`src/rtl/shift_driver_pkg.sv`:
```
// Shared encodings for shift_driver: operation modes, FSM states and the strobe bundle.
// Pure declarations; no logic, no latency.
package shift_driver_pkg;

  localparam logic [1:0] MODE_LOAD  = 2'b00;
  localparam logic [1:0] MODE_SHR   = 2'b01;
  localparam logic [1:0] MODE_SHL   = 2'b10;
  localparam logic [1:0] MODE_CLEAR = 2'b11;

  typedef enum logic [1:0] {
    IDLE   = 2'd0,
    PRECLR = 2'd1,
    SHIFT  = 2'd2,
    FIN    = 2'd3
  } state_t;

  // Control strobes and serial bits presented to the target register.
  typedef struct packed {
    logic cl;
    logic ld;
    logic sr;
    logic sl;
    logic ir;
    logic il;
  } strb_t;

  function automatic logic is_shift_mode(input logic [1:0] m);
    return (m == MODE_SHR) || (m == MODE_SHL);
  endfunction

endpackage

```
`src/rtl/shift_driver_cnt.sv`:
```
// Loadable down counter holding the remaining shift strobes; registered count, flags are combinational.
// Load wins over decrement; decrement saturates at zero, so no backpressure is needed.
module shift_driver_cnt
  import shift_driver_pkg::*;
#(
  parameter int WIDTH = 5
) (
  input  logic             clk,
  input  logic             rst_n,
  input  logic             load,
  input  logic [WIDTH-1:0] load_val,
  input  logic             dec,
  output logic             zero,
  output logic             last
);

  logic [WIDTH-1:0] cnt_q;
  logic [WIDTH-1:0] cnt_d;

  assign zero = (cnt_q == '0);
  assign last = (cnt_q == WIDTH'(1));

  always_comb begin
    cnt_d = cnt_q;
    if (load) begin
      cnt_d = load_val;
    end else if (dec && !zero) begin
      cnt_d = cnt_q - WIDTH'(1);
    end
  end

  always_ff @(posedge clk or negedge rst_n) begin
    if (!rst_n) begin
      cnt_q <= '0;
    end else begin
      cnt_q <= cnt_d;
    end
  end

endmodule

```
`src/rtl/shift_driver.sv`:
```
// Sequences clear/load/serial-shift strobes for a register; first strobe 1 cycle after start, done after the last.
// start is only taken while busy=0 (never queued); SHIFT_DRIVER_PRECLR_EN inserts a clear cycle before every shift.
module shift_driver
  import shift_driver_pkg::*;
#(
  parameter int DATA_WIDTH = 16,
  parameter int LEN_WIDTH  = $clog2(DATA_WIDTH) + 1
) (
  input  logic                  clk,
  input  logic                  rst_n,
  input  logic                  start,
  input  logic [1:0]            mode,
  input  logic [DATA_WIDTH-1:0] data_in,
  input  logic [LEN_WIDTH-1:0]  len,
  output logic                  busy,
  output logic                  done,
  output logic                  reg_cl,
  output logic                  reg_ld,
  output logic                  reg_sr,
  output logic                  reg_sl,
  output logic                  reg_ir,
  output logic                  reg_il,
  output logic [DATA_WIDTH-1:0] reg_in
);

  localparam logic [LEN_WIDTH-1:0] LEN_FULL = LEN_WIDTH'(DATA_WIDTH);

  state_t                state_q, state_d;
  logic [DATA_WIDTH-1:0] buf_q, buf_d;
  logic                  shl_q, shl_d;
  strb_t                 strb_q, strb_d;
  logic [DATA_WIDTH-1:0] in_q, in_d;
  logic                  busy_q, busy_d;
  logic                  done_q, done_d;

  logic                  cnt_load;
  logic [LEN_WIDTH-1:0]  cnt_val;
  logic                  cnt_dec;
  logic                  cnt_zero;
  logic                  cnt_last;

  logic [LEN_WIDTH-1:0]  len_eff;
  logic                  start_shl;
  logic [DATA_WIDTH-1:0] start_buf;
  logic [DATA_WIDTH-1:0] emit_src;
  logic                  emit_shl;
  logic                  emit_bit;
  logic [DATA_WIDTH-1:0] emit_nxt;
  strb_t                 emit_strb;

  assign len_eff   = ((len == '0) || (len > LEN_FULL)) ? LEN_FULL : len;
  assign start_shl = (mode == MODE_SHL);
  // Left shifts are pre-aligned so the field MSB sits at the buffer MSB; every
  // left strobe then just takes the top bit, with no stored length needed.
  assign start_buf = start_shl ? (data_in << (LEN_FULL - len_eff)) : data_in;

  assign emit_src = (state_q == IDLE) ? start_buf : buf_q;
  assign emit_shl = (state_q == IDLE) ? start_shl : shl_q;
  assign emit_bit = emit_shl ? emit_src[DATA_WIDTH-1] : emit_src[0];
  assign emit_nxt = emit_shl ? {emit_src[DATA_WIDTH-2:0], 1'b0}
                             : {1'b0, emit_src[DATA_WIDTH-1:1]};

  always_comb begin
    emit_strb    = '0;
    emit_strb.sr = !emit_shl;
    emit_strb.ir = !emit_shl && emit_bit;
    emit_strb.sl = emit_shl;
    emit_strb.il = emit_shl && emit_bit;
  end

  shift_driver_cnt #(
    .WIDTH (LEN_WIDTH)
  ) u_cnt (
    .clk      (clk),
    .rst_n    (rst_n),
    .load     (cnt_load),
    .load_val (cnt_val),
    .dec      (cnt_dec),
    .zero     (cnt_zero),
    .last     (cnt_last)
  );

  // Outputs are registered on the transition, so state_q names the state whose
  // exit produces the next cycle's strobes.
  always_comb begin
    state_d  = state_q;
    buf_d    = buf_q;
    shl_d    = shl_q;
    strb_d   = '0;
    in_d     = '0;
    busy_d   = 1'b0;
    done_d   = 1'b0;
    cnt_load = 1'b0;
    cnt_val  = '0;
    cnt_dec  = 1'b0;

    case (state_q)
      IDLE: begin
        if (start) begin
          busy_d = 1'b1;
          shl_d  = start_shl;
          case (mode)
            MODE_LOAD: begin
              strb_d.ld = 1'b1;
              in_d      = data_in;
              state_d   = FIN;
            end
            MODE_CLEAR: begin
              strb_d.cl = 1'b1;
              state_d   = FIN;
            end
            default: begin
              cnt_load = is_shift_mode(mode);
`ifdef SHIFT_DRIVER_PRECLR_EN
              strb_d.cl = 1'b1;
              buf_d     = start_buf;
              cnt_val   = len_eff;
              state_d   = PRECLR;
`else
              strb_d  = emit_strb;
              buf_d   = emit_nxt;
              cnt_val = len_eff - LEN_WIDTH'(1);
              state_d = (len_eff == LEN_WIDTH'(1)) ? FIN : SHIFT;
`endif
            end
          endcase
        end
      end
`ifdef SHIFT_DRIVER_PRECLR_EN
      PRECLR: begin
        busy_d  = 1'b1;
        strb_d  = emit_strb;
        buf_d   = emit_nxt;
        cnt_dec = 1'b1;
        state_d = cnt_last ? FIN : SHIFT;
      end
`endif
      SHIFT: begin
        busy_d  = 1'b1;
        strb_d  = emit_strb;
        buf_d   = emit_nxt;
        cnt_dec = 1'b1;
        state_d = (cnt_last || cnt_zero) ? FIN : SHIFT;
      end
      FIN: begin
        done_d  = 1'b1;
        state_d = IDLE;
      end
      default: begin
        state_d = IDLE;
      end
    endcase
  end

  always_ff @(posedge clk or negedge rst_n) begin
    if (!rst_n) begin
      state_q <= IDLE;
      buf_q   <= '0;
      shl_q   <= 1'b0;
      strb_q  <= '0;
      in_q    <= '0;
      busy_q  <= 1'b0;
      done_q  <= 1'b0;
    end else begin
      state_q <= state_d;
      buf_q   <= buf_d;
      shl_q   <= shl_d;
      strb_q  <= strb_d;
      in_q    <= in_d;
      busy_q  <= busy_d;
      done_q  <= done_d;
    end
  end

  assign busy   = busy_q;
  assign done   = done_q;
  assign reg_cl = strb_q.cl;
  assign reg_ld = strb_q.ld;
  assign reg_sr = strb_q.sr;
  assign reg_sl = strb_q.sl;
  assign reg_ir = strb_q.ir;
  assign reg_il = strb_q.il;
  assign reg_in = in_q;

endmodule
```
`config.mk`:
```
export PLATFORM = sky130hd
export DESIGN_NAME = shift_driver
export DESIGN_NICKNAME = d
export VERILOG_FILES = /design/src/rtl/shift_driver_pkg.sv /design/src/rtl/shift_driver_cnt.sv /design/src/rtl/shift_driver.sv
export SDC_FILE = /design/constraint.sdc
export NUM_CORES = 1
export LEC_CHECK = 0
export CORE_UTILIZATION = 50
export CTS_BUF_LIST = sky130_fd_sc_hd__clkbuf_4
export CTS_CLUSTER_DIAMETER = 40
export CTS_CLUSTER_SIZE = 30
export DETAILED_ROUTE_END_ITERATION = 10
export PLACE_DENSITY = 0.74
export RECOVER_POWER = 50
export SLEW_MARGIN = 20
export SYNTH_ARGS = -nofsm -noshare
export SYNTH_HDL_FRONTEND = slang
export SYNTH_SLANG_ARGS = --single-unit
export TNS_END_PERCENT = 10
```
`constraint.sdc`:
```
create_clock -name clk -period 5.5 [get_ports clk]
set_input_delay 1.1 -clock clk [delete_from_list [all_inputs] [get_ports clk]]
set_output_delay 1.1 -clock clk [all_outputs]
set_load 0.01 [all_outputs]
```
==> impl_metrics.tcl, run 1 <==
set metrics [dict create \
    cap_viol_max_count 1 \
    setup_tns_ns 0 \
    cts_buffers 5 \
    synth_cells 362 \
    internal_power_mw 0.808 \
    antennaDiodeCount 0 \
    hold_path.class "reg -> reg" \
    rows 29 \
    regArea_um2 1200 \
    grt_pass1_wl_um 16200 \
    avgViaCountPerCell 6.53 \
    postCtsHoldBufs 0 \
    hold_violations 0 \
    crit_type "in -> reg" \
    antenna_found_initial 0 \
    power_frac_clock_pct 12.1 \
    max_freq_mhz 213 \
    nNetsFinal 435 \
    whs_path_depth 2 \
    dieHeight_um 85.1 \
    area_growth_pct 16.8 \
    grt_use_total_pct 28.7 \
    violations "capacitance limit, slew limit" \
    p_sw_mw 0.627 \
    drt_pass1_iterations 5 \
    synth-edff-count 0 \
    outcome "finished, violations left" \
    grt_setup_unrepaired "false" \
    path_max_fanout 14 \
    maxSlewHeadroom_pct -71.3 \
    multiInputGateArea_um2 2060 \
    grt_overflow_total 0 \
    cp-start-kind "input port" \
    routabilityCongestion 1.04 \
    grt_max_degree 49 \
    critPathMaxStageDelay_ns 0.57 \
    crit_buf_inv 3 \
    drc 0 \
    cts_tree "done" \
    first_global_vias 3020 \
    drive_gt1_share_pct 12.7 \
    hold_end "buf_q[3]" \
    synth_nets 396 \
    fin_crit_ns 4.70 \
    insertion_delay_ns 0.39 \
    swShare_pct 43.7 \
    worstPathRequired_ns 5.76 \
    core_area_um2 6490 \
    avgSynthCellArea_um2 9.54 \
    r2r-start "state_q[1]" \
    dp_hpwl_um 7150 \
    initial_utilization_pct 53.1 \
    syn-cell-area_um2 3450 \
    wire_per_inst_um 20.7 \
    whs_ns 0.533 \
    r2r-end "buf_q[11]" \
    r2r_cells 6 \
    power_frac_comb_pct 51.7 \
    synth_ff_type "dfrtp_1" \
    synth_seq_cells 48 \
    worst_pin_slew_ns 2.57 \
    clock_path_buffers 2 \
    first_iter_violations 407 \
    end_kind "register" \
    ys_async_sr_fraction_pct 100 \
    cp_common_cell "ha_1" \
    peakVddDrop_v 0.000179 \
    clk_pin_slew_ns 0.16 \
    postCtsResizedCells 0 \
    synth_cell_types 65 \
    die_x_um 85.1 \
    fin_area_um2 4030 \
    synth_warnings 0 \
    fill_cells 571 \
    postCtsSetupRepairBufs 0 \
    cp_top_family "compound AO/OA/AOI/OAI gates" \
    finalWorstSetupSlack_ns 0.801 \
    dr_total_vias 3126 \
    ios 50 \
    cts_root_buffer "clkbuf_4" \
    power_leakage_nw 1.71 \
    totalWireLength_um 9890 \
    htreeDepth 2 \
    crit_chain "clkdlybuf4s50_1, or4_4, ha_1, nor2b_1, inv_2, ha_1, buf_4, xnor2_1, o22ai_1, a311o_1, a221o_1, a21oi_1, o31ai_1" \
    crit_slowest_cell "or4_4" \
    finalClockSkew_ns 0.0142 \
    clock-sinks 48 \
    p_seq_share_pct 36.1 \
    drv_slew 49 \
    setup_viol 0 \
    arrival_ns 4.95 \
    ys_seq_area_share_pct 34.8 \
    fp.dieArea_um2 7240 \
    fin_crit_sh_pct 85.4 \
    dp_worst_setup_slack_ns 0.513 \
    placed_area_um2 3970 \
    power_density_nw_per_um2 356 \
    io_buffers 49 \
    ff2ff_setup_slack_ns 3.41 \
    worstHoldStart "buf_q[3]" \
    ant_nets 0 \
]
==> stage by stage <==
step	util, %	power (mW)	instances
3_5_place_dp	61.2	1.25	471
3_3_place_gp	61.2	1.24	471
5_1_grt	62.1	1.53	479
6_report	62.1	1.44	479
4_1_cts	62.1	1.43	479
2_1_floorplan	-	1.03	362
==> flip-flops by register name, summed over array words and instances (netlist names) <==
name / count
reg_in: 16
reg_ir: 1
reg_sr: 1
state_q: 2
reg_sl: 1
reg_il: 1
busy: 1
shl_q: 1
reg_ld: 1
done: 1
u_cnt.cnt_q: 5
reg_cl: 1
buf_q: 16
==> logic make-up after synthesis <==
family                   count (synthesis)  synth area share [%]
AO/OA/AOI/OAI                          105                  22.6
adder cells (fa/ha/maj)                  8                  2.90
XOR/XNOR                                 6                  1.96
buffers and inverters                   40                  5.47
flip-flops                              48                  34.8
AND/OR/NAND/NOR                        119                  18.8
multiplexers                            36                  13.4
==> layout by cell type (no fill, tap or decap), drive strengths merged, types with 8 or more instances in the layout <==
cell	count
nand2	33
and2	18
clkdlybuf4s50	47
o21ai	20
nand3	8
buf	11
nand2b	8
a21oi	22
dfrtp	48
and3	9
nor2	22
ha	8
mux4	8
mux2i	26
inv	12
==> synthesized netlist by cell type (4+ instances only) <==
| cell | count | share of area, % |
|---|---|---|
| a211oi_1 | 5 | 1.1 |
| a21oi_1 | 21 | 3.0 |
| a221o_1 | 5 | 1.4 |
| a22oi_1 | 7 | 1.5 |
| and2_1 | 18 | 3.3 |
| and3_1 | 9 | 1.6 |
| buf_2 | 10 | 1.4 |
| clkbuf_1 | 14 | 1.5 |
| dfrtp_1 | 48 | 35 |
| ha_1 | 8 | 2.9 |
| inv_1 | 10 | 1.1 |
| mux2i_1 | 26 | 7.5 |
| mux4_2 | 8 | 5.2 |
| nand2_1 | 33 | 3.6 |
| nand2b_1 | 7 | 1.3 |
| nand3_1 | 7 | 1.0 |
| nor2_1 | 22 | 2.4 |
| nor3_1 | 5 | 0.72 |
| o211ai_1 | 7 | 1.5 |
| o21ai_0 | 16 | 2.3 |
| o21ai_1 | 4 | 0.58 |
| o221ai_1 | 4 | 1.0 |
| o31ai_1 | 5 | 1.1 |
| xnor2_1 | 4 | 1.0 |
==> power groups by stage <==
stage                     clock (mW)  sequential (mW)  combinational (mW)
after detailed placement           0            0.525               0.728
after global placement             0            0.520               0.718
after global routing           0.191            0.529               0.811
after CTS                      0.180            0.517               0.731
after floorplan                    0            0.507               0.523
final                          0.174            0.519               0.743
==> final cells by class <==
class                           instances  share of cell area (%)
Multi-Input combinational cell        274                    51.1
Sequential cell                        48                    29.8
Timing Repair Buffer                   60                    14.1
Tap cell                               77                    2.39
Inverter                               12                    1.12
Clock buffer                            5                   0.931
Clock inverter                          3                   0.590
==> metal layers <==
| layer | vias to the layer above | track usage, % | part of all wire [%] |
|---|---|---|---|
| met5 | - | 0 | 0 |
| met4 | 0 | 10.0 | 3.0 |
| li1 | 1410 | - | - |
| met3 | 27 | 5.06 | 6.1 |
| met2 | 146 | 45.5 | 48 |
| met1 | 1543 | 39.9 | 43 |
==> worst min-delay path, stage by stage, from the launching register on <==
cell and delay, ns:
dfrtp_1 0.40, nand2_1 0.06, nand2_1 0.06
==> worst max path at each step <==
| stage | to | from | depth (start not counted) |
|---|---|---|---|
| after CTS | buf_q[13] | len[0] | 13 |
| after floorplan | buf_q[11] | len[2] | 14 |
| final | buf_q[13] | len[0] | 13 |
| after global routing | buf_q[13] | len[0] | 13 |
| after global placement | reg_il | len[0] | 11 |
| after detailed placement | buf_q[13] | len[0] | 13 |
(Power assumes the default switching activity.)
==> inputs of run 2 (changes only) <==
--- a/config.mk
+++ b/config.mk
@@ -5,13 +5,13 @@
 export SDC_FILE = /design/constraint.sdc
 export NUM_CORES = 1
 export LEC_CHECK = 0
+export CORE_ASPECT_RATIO = 1.2
 export CORE_UTILIZATION = 50
 export CTS_BUF_LIST = sky130_fd_sc_hd__clkbuf_4
 export CTS_CLUSTER_DIAMETER = 40
 export CTS_CLUSTER_SIZE = 30
 export DETAILED_ROUTE_END_ITERATION = 10
 export PLACE_DENSITY = 0.74
-export RECOVER_POWER = 50
 export SLEW_MARGIN = 20
 export SYNTH_ARGS = -nofsm -noshare
 export SYNTH_HDL_FRONTEND = slang
==> constraint.sdc (replaced) <==
create_clock -name clk -period 5 [get_ports clk]
set_input_delay 1 -clock clk [delete_from_list [all_inputs] [get_ports clk]]
set_output_delay 1 -clock clk [all_outputs]
set_load 0.01 [all_outputs]
==> run 2 against run 1 <==
  * Non-clock buffer count stayed put
  * Register-to-register slack worse by 0.56 ns
  * Core utilization is 0.12 points lower
  * The flow now finishes without violations
  * Clock skew is 0.0013 ns lower
  * Die area hardly changed
  * Combinational power is 9.2% higher
  * Power is 14% higher
==> impl_metrics.tcl, run 2 (synthesis gave the netlist of run 1 again) <==
set metrics [dict create \
    crit_buf_inv 2 \
    path_max_fanout 8 \
    cts_buffers 5 \
    nNetsFinal 435 \
    cts_root_buffer "clkbuf_4" \
    clock-sinks 48 \
    clock_path_buffers 2 \
    routabilityCongestion 1.02 \
    power_leakage_nw 1.73 \
    dp_cells 479 \
    power_frac_clock_pct 15.3 \
    antenna_found_initial 0 \
    peakVddDrop_v 0.000190 \
    first_global_vias 3054 \
    fin_crit_sh_pct 83.8 \
    postCtsHoldBufs 0 \
    maxSlewHeadroom_pct 59.4 \
    io_buffers 49 \
    antennaDiodeCount 0 \
    final_cell_mix "48 x dfrtp_1, 48 x clkdlybuf4s50_1, 33 x nand2_1, 26 x mux2i_1, 22 x nor2_1" \
    cp-start-kind "input port" \
    finalWorstSetupSlack_ns 0.809 \
    internal_power_mw 0.940 \
    fp.dieArea_um2 7240 \
    p_sw_mw 0.694 \
    grt_use_total_pct 29.3 \
    cap_viol_max_count 0 \
    critPathMaxStageDelay_ns 0.57 \
    hold_violations 0 \
    max_freq_mhz 239 \
    drv_slew 0 \
    fin_crit_ns 4.19 \
    ios 50 \
    arrival_ns 4.47 \
    setup_viol 0 \
    core_area_um2 6570 \
    totalWireLength_um 9960 \
    outcome "completed" \
    initial_utilization_pct 52.6 \
    wire_per_inst_um 20.5 \
    postCtsSetupRepairBufs 0 \
    cts_tree "done" \
    hold_path.class "reg -> reg" \
    postCtsResizedCells 0 \
    end_kind "register" \
    grt_setup_unrepaired "false" \
    insertion_delay_ns 0.39 \
    htreeDepth 2 \
    worst_pin_slew_ns 0.609 \
    avgViaCountPerCell 6.38 \
    crit_slowest_cell "or4_4" \
    grt_pass1_wl_um 16200 \
    swShare_pct 42.5 \
    first_iter_violations 309 \
    drive_gt1_share_pct 12.9 \
    clk_pin_slew_ns 0.16 \
    ant_nets 0 \
    power_density_nw_per_um2 401 \
    crit_chain "clkdlybuf4s50_1, or4_4, ha_1, nor2b_1, inv_2, ha_1, xnor2_1, o22ai_1, a311o_1, a221o_1, a21oi_1, o311ai_1" \
    area_growth_pct 17.9 \
    dp_hpwl_um 7100 \
    fin_util_pct 62.0 \
    drc 0 \
    dp_worst_setup_slack_ns 0.405 \
    grt_max_degree 49 \
    rows 32 \
    drt_pass1_iterations 5 \
    power_frac_comb_pct 49.7 \
    grt_overflow_total 0 \
    dr_total_vias 3107 \
    p_seq_share_pct 35.1 \
    setup_tns_ns 0 \
    cp_top_family "compound AO/OA/AOI/OAI gates" \
    dieHeight_um 93.0 \
    finalClockSkew_ns 0.0130 \
    worstPathRequired_ns 5.28 \
    fin_area_um2 4070 \
    die_x_um 77.9 \
    cp_common_cell "ha_1" \
    fin_cells 487 \
    ff2ff_setup_slack_ns 2.85 \
    crit_type "in -> reg" \
    placed_area_um2 3980 \
]
run 2: layout make-up:
| class | instances | area (um2) |
|---|---|---|
| clock inverters | 3 | 46.3 |
| inverters | 12 | 45.0 |
| multi-input cells | 274 | 2060 |
| well taps | 85 | 106 |
| flip-flops and latches | 48 | 1200 |
| clock buffers | 5 | 37.5 |
| fillers | 593 | 2500 |
| repair buffers | 60 | 571 |
run 2: per-stage QoR:
step | hold slack [ns] | total power [mW]
2_1_floorplan | 0.439 | 1.13
3_3_place_gp | 0.466 | 1.37
3_5_place_dp | 0.459 | 1.37
4_1_cts | 0.496 | 1.62
5_1_grt | 0.544 | 1.74
6_report | 0.495 | 1.63
run 2: layer usage:
metal | vias up | global-route usage (%) | part of all wire (%)
li1 | 1408 | - | -
met1 | 1503 | 37.8 | 42
met2 | 161 | 47.0 | 48
met3 | 35 | 4.29 | 6.2
met4 | 0 | 17.0 | 4.4
met5 | - | 0 | 0
run 2: power groups by stage:
stage	clock network [mW]	registers, mW	logic [mW]
2_1_floorplan	0	0.558	0.576
3_3_place_gp	0	0.576	0.791
3_5_place_dp	0	0.580	0.795
4_1_cts	0.249	0.572	0.797
5_1_grt	0.262	0.586	0.896
6_report	0.249	0.573	0.811
run 2: worst min-delay path, delay by kind of cell (launching register included):
kind	cells	cell delay, ns
DFF	1	0.38
and+or+nand+nor	2	0.10
run 2: worst paths after layout:
path | cells after the start | from | end
max in group asynchronous | 1 | rst_n | buf_q[13]
min reg2reg | 2 | buf_q[3] | buf_q[3]
max reg2reg | 6 | state_q[1] | buf_q[11]
min in group asynchronous | 1 | rst_n | buf_q[11]
min | 2 | buf_q[3] | buf_q[3]
max | 12 | len[0] | buf_q[11]
==> inputs of run 3 (changes only) <==
==> constraint.sdc (replaced) <==
create_clock -name clk -period 4.22 [get_ports clk]
set_input_delay 0.844 -clock clk [delete_from_list [all_inputs] [get_ports clk]]
set_output_delay 0.844 -clock clk [all_outputs]
set_load 0.01 [all_outputs]
==> run 3 against run 2 <==
  * Core utilization grew 1.4 points
  * First-iteration DRC count shrank 17%
  * Design area grew 2.2%
  * Combinational power grew 22%
  * Worst setup slack lost 0.54 ns
  * Critical path type unchanged
  * Critical endpoint is now buf_q[7]
  * Largest cell class unchanged
  * Largest power group unchanged
  * Highest routed layer unchanged
==> impl_metrics.tcl, run 3 (synthesis gave the netlist of run 1 again) <==
set metrics [dict create \
    dp_hpwl_um 7380 \
    clock_path_buffers 2 \
    insertion_delay_ns 0.38 \
    path_max_fanout 6 \
    p_sw_mw 0.819 \
    initial_utilization_pct 52.6 \
    power_frac_comb_pct 52.4 \
    peakVddDrop_v 0.000288 \
    grt_pass1_wl_um 16400 \
    r2r-start "state_q[1]" \
    htreeDepth 2 \
    drt_pass1_iterations 5 \
    cap_viol_max_count 0 \
    ant_nets 0 \
    maxSlewHeadroom_pct 59.0 \
    drive_gt1_share_pct 15.6 \
    fin_crit_ns 3.95 \
    postCtsResizedCells 0 \
    totalWireLength_um 10100 \
    ios 50 \
    fp.dieArea_um2 7240 \
    dieHeight_um 93.0 \
    dr_total_vias 3163 \
    finalClockSkew_ns 0.0104 \
    r2r_cells 6 \
    area_growth_pct 20.5 \
    cp-start-kind "input port" \
    cts_root_buffer "clkbuf_4" \
    worst_pin_slew_ns 0.615 \
    ff2ff_setup_slack_ns 2.00 \
    final_cell_mix "48 x dfrtp_1, 48 x clkdlybuf4s50_1, 33 x nand2_1, 26 x mux2i_1, 25 x buf_4" \
    nNetsFinal 449 \
    r2r-end "buf_q[11]" \
    wire_per_inst_um 20.1 \
    grt_use_total_pct 29.6 \
    antennaDiodeCount 0 \
    max_freq_mhz 253 \
    cts_buffers 5 \
    setup_viol 0 \
    power_frac_clock_pct 11.8 \
    drv_slew 0 \
    first_iter_violations 256 \
    clk_pin_slew_ns 0.15 \
    crit_type "in -> reg" \
    whs_ns 0.455 \
    fill_cells 579 \
    first_global_vias 3136 \
    internal_power_mw 1.07 \
    rows 32 \
    postCtsHoldBufs 0 \
    die_x_um 77.9 \
    total_power_mw 1.89 \
    cts_tree "done" \
    hold_violations 0 \
    arrival_ns 4.26 \
    end_kind "register" \
    power_leakage_nw 1.79 \
    postCtsSetupRepairBufs 0 \
    core_area_um2 6570 \
    hold_path.class "in -> async" \
    io_buffers 49 \
    power_density_nw_per_um2 454 \
    routabilityCongestion 0.929 \
    fin_crit_sh_pct 93.7 \
    avgViaCountPerCell 6.31 \
    outcome "completed" \
    grt_max_degree 49 \
    p_seq_share_pct 35.7 \
    clock-sinks 48 \
    grt_overflow_total 0 \
    grt_setup_unrepaired "false" \
    drc 0 \
    antenna_found_initial 0 \
    worstPathRequired_ns 4.52 \
    swShare_pct 43.4 \
]
[run 3: worst max-delay path, cell delays in order]
cell,delay [ns]
clkdlybuf4s50_1,0.42
or4_4,0.54
ha_1,0.32
nand2b_1,0.15
ha_1,0.33
buf_4,0.21
nand2b_1,0.09
o221ai_4,0.29
nand3_4,0.16
o31ai_1,0.58
o211ai_1,0.18
o211ai_1,0.15
[run 3: final cells by class]
cell class,instances,area [um2],area share [%]
tap,85,106,2.56
timing repair buffer,74,688,16.5
multi-input combinational,274,2060,49.6
sequential,48,1200,28.9
clock buffer,5,37.5,0.903
inverter,12,45.0,1.08
clock inverter,3,18.8,0.451
[run 3: per-stage QoR]
| stage | util (%) | setup slack, ns | TNS, ns | instances | instance area [um2] |
|---|---|---|---|---|---|
| final | 63.3 | 0.267 | 0 | 501 | 4160 |
| after global routing | 63.3 | 0.0472 | 0 | 501 | 4160 |
| after CTS | 63.3 | 0.301 | 0 | 501 | 4160 |
| after detailed placement | 62.4 | -0.0962 | -0.192 | 493 | 4100 |
| after global placement | 62.4 | -0.0197 | -0.0197 | 493 | 4100 |
| after floorplan | - | 0.197 | 0 | 362 | 3450 |
[run 3: metal layers]
metal | share of wire, % | track usage [%] | vias up
met5 | 0 | 0 | -
met4 | 3.7 | 15.6 | 0
met3 | 5.4 | 3.41 | 26
met2 | 50 | 49.6 | 145
met1 | 41 | 37.3 | 1557
li1 | - | - | 1435
[run 3: power groups by stage]
stage	Sequential, mW	Combinational [mW]	Clock, mW
4_1_cts	0.673	0.981	0.227
6_report	0.675	0.991	0.224
3_3_place_gp	0.678	0.958	0
3_5_place_dp	0.682	0.977	0
2_1_floorplan	0.661	0.682	0
5_1_grt	0.692	1.08	0.246
[run 3: worst max-delay path by stage]
stage	end	startpoint	slack, ns
floorplan	buf_q[11]	len[2]	0.20
global placement	buf_q[12]	len[0]	-0.02
detailed placement	buf_q[7]	len[0]	-0.1
CTS	buf_q[7]	len[0]	0.30
global route	buf_q[7]	len[0]	0.05
finish	buf_q[7]	len[0]	0.27
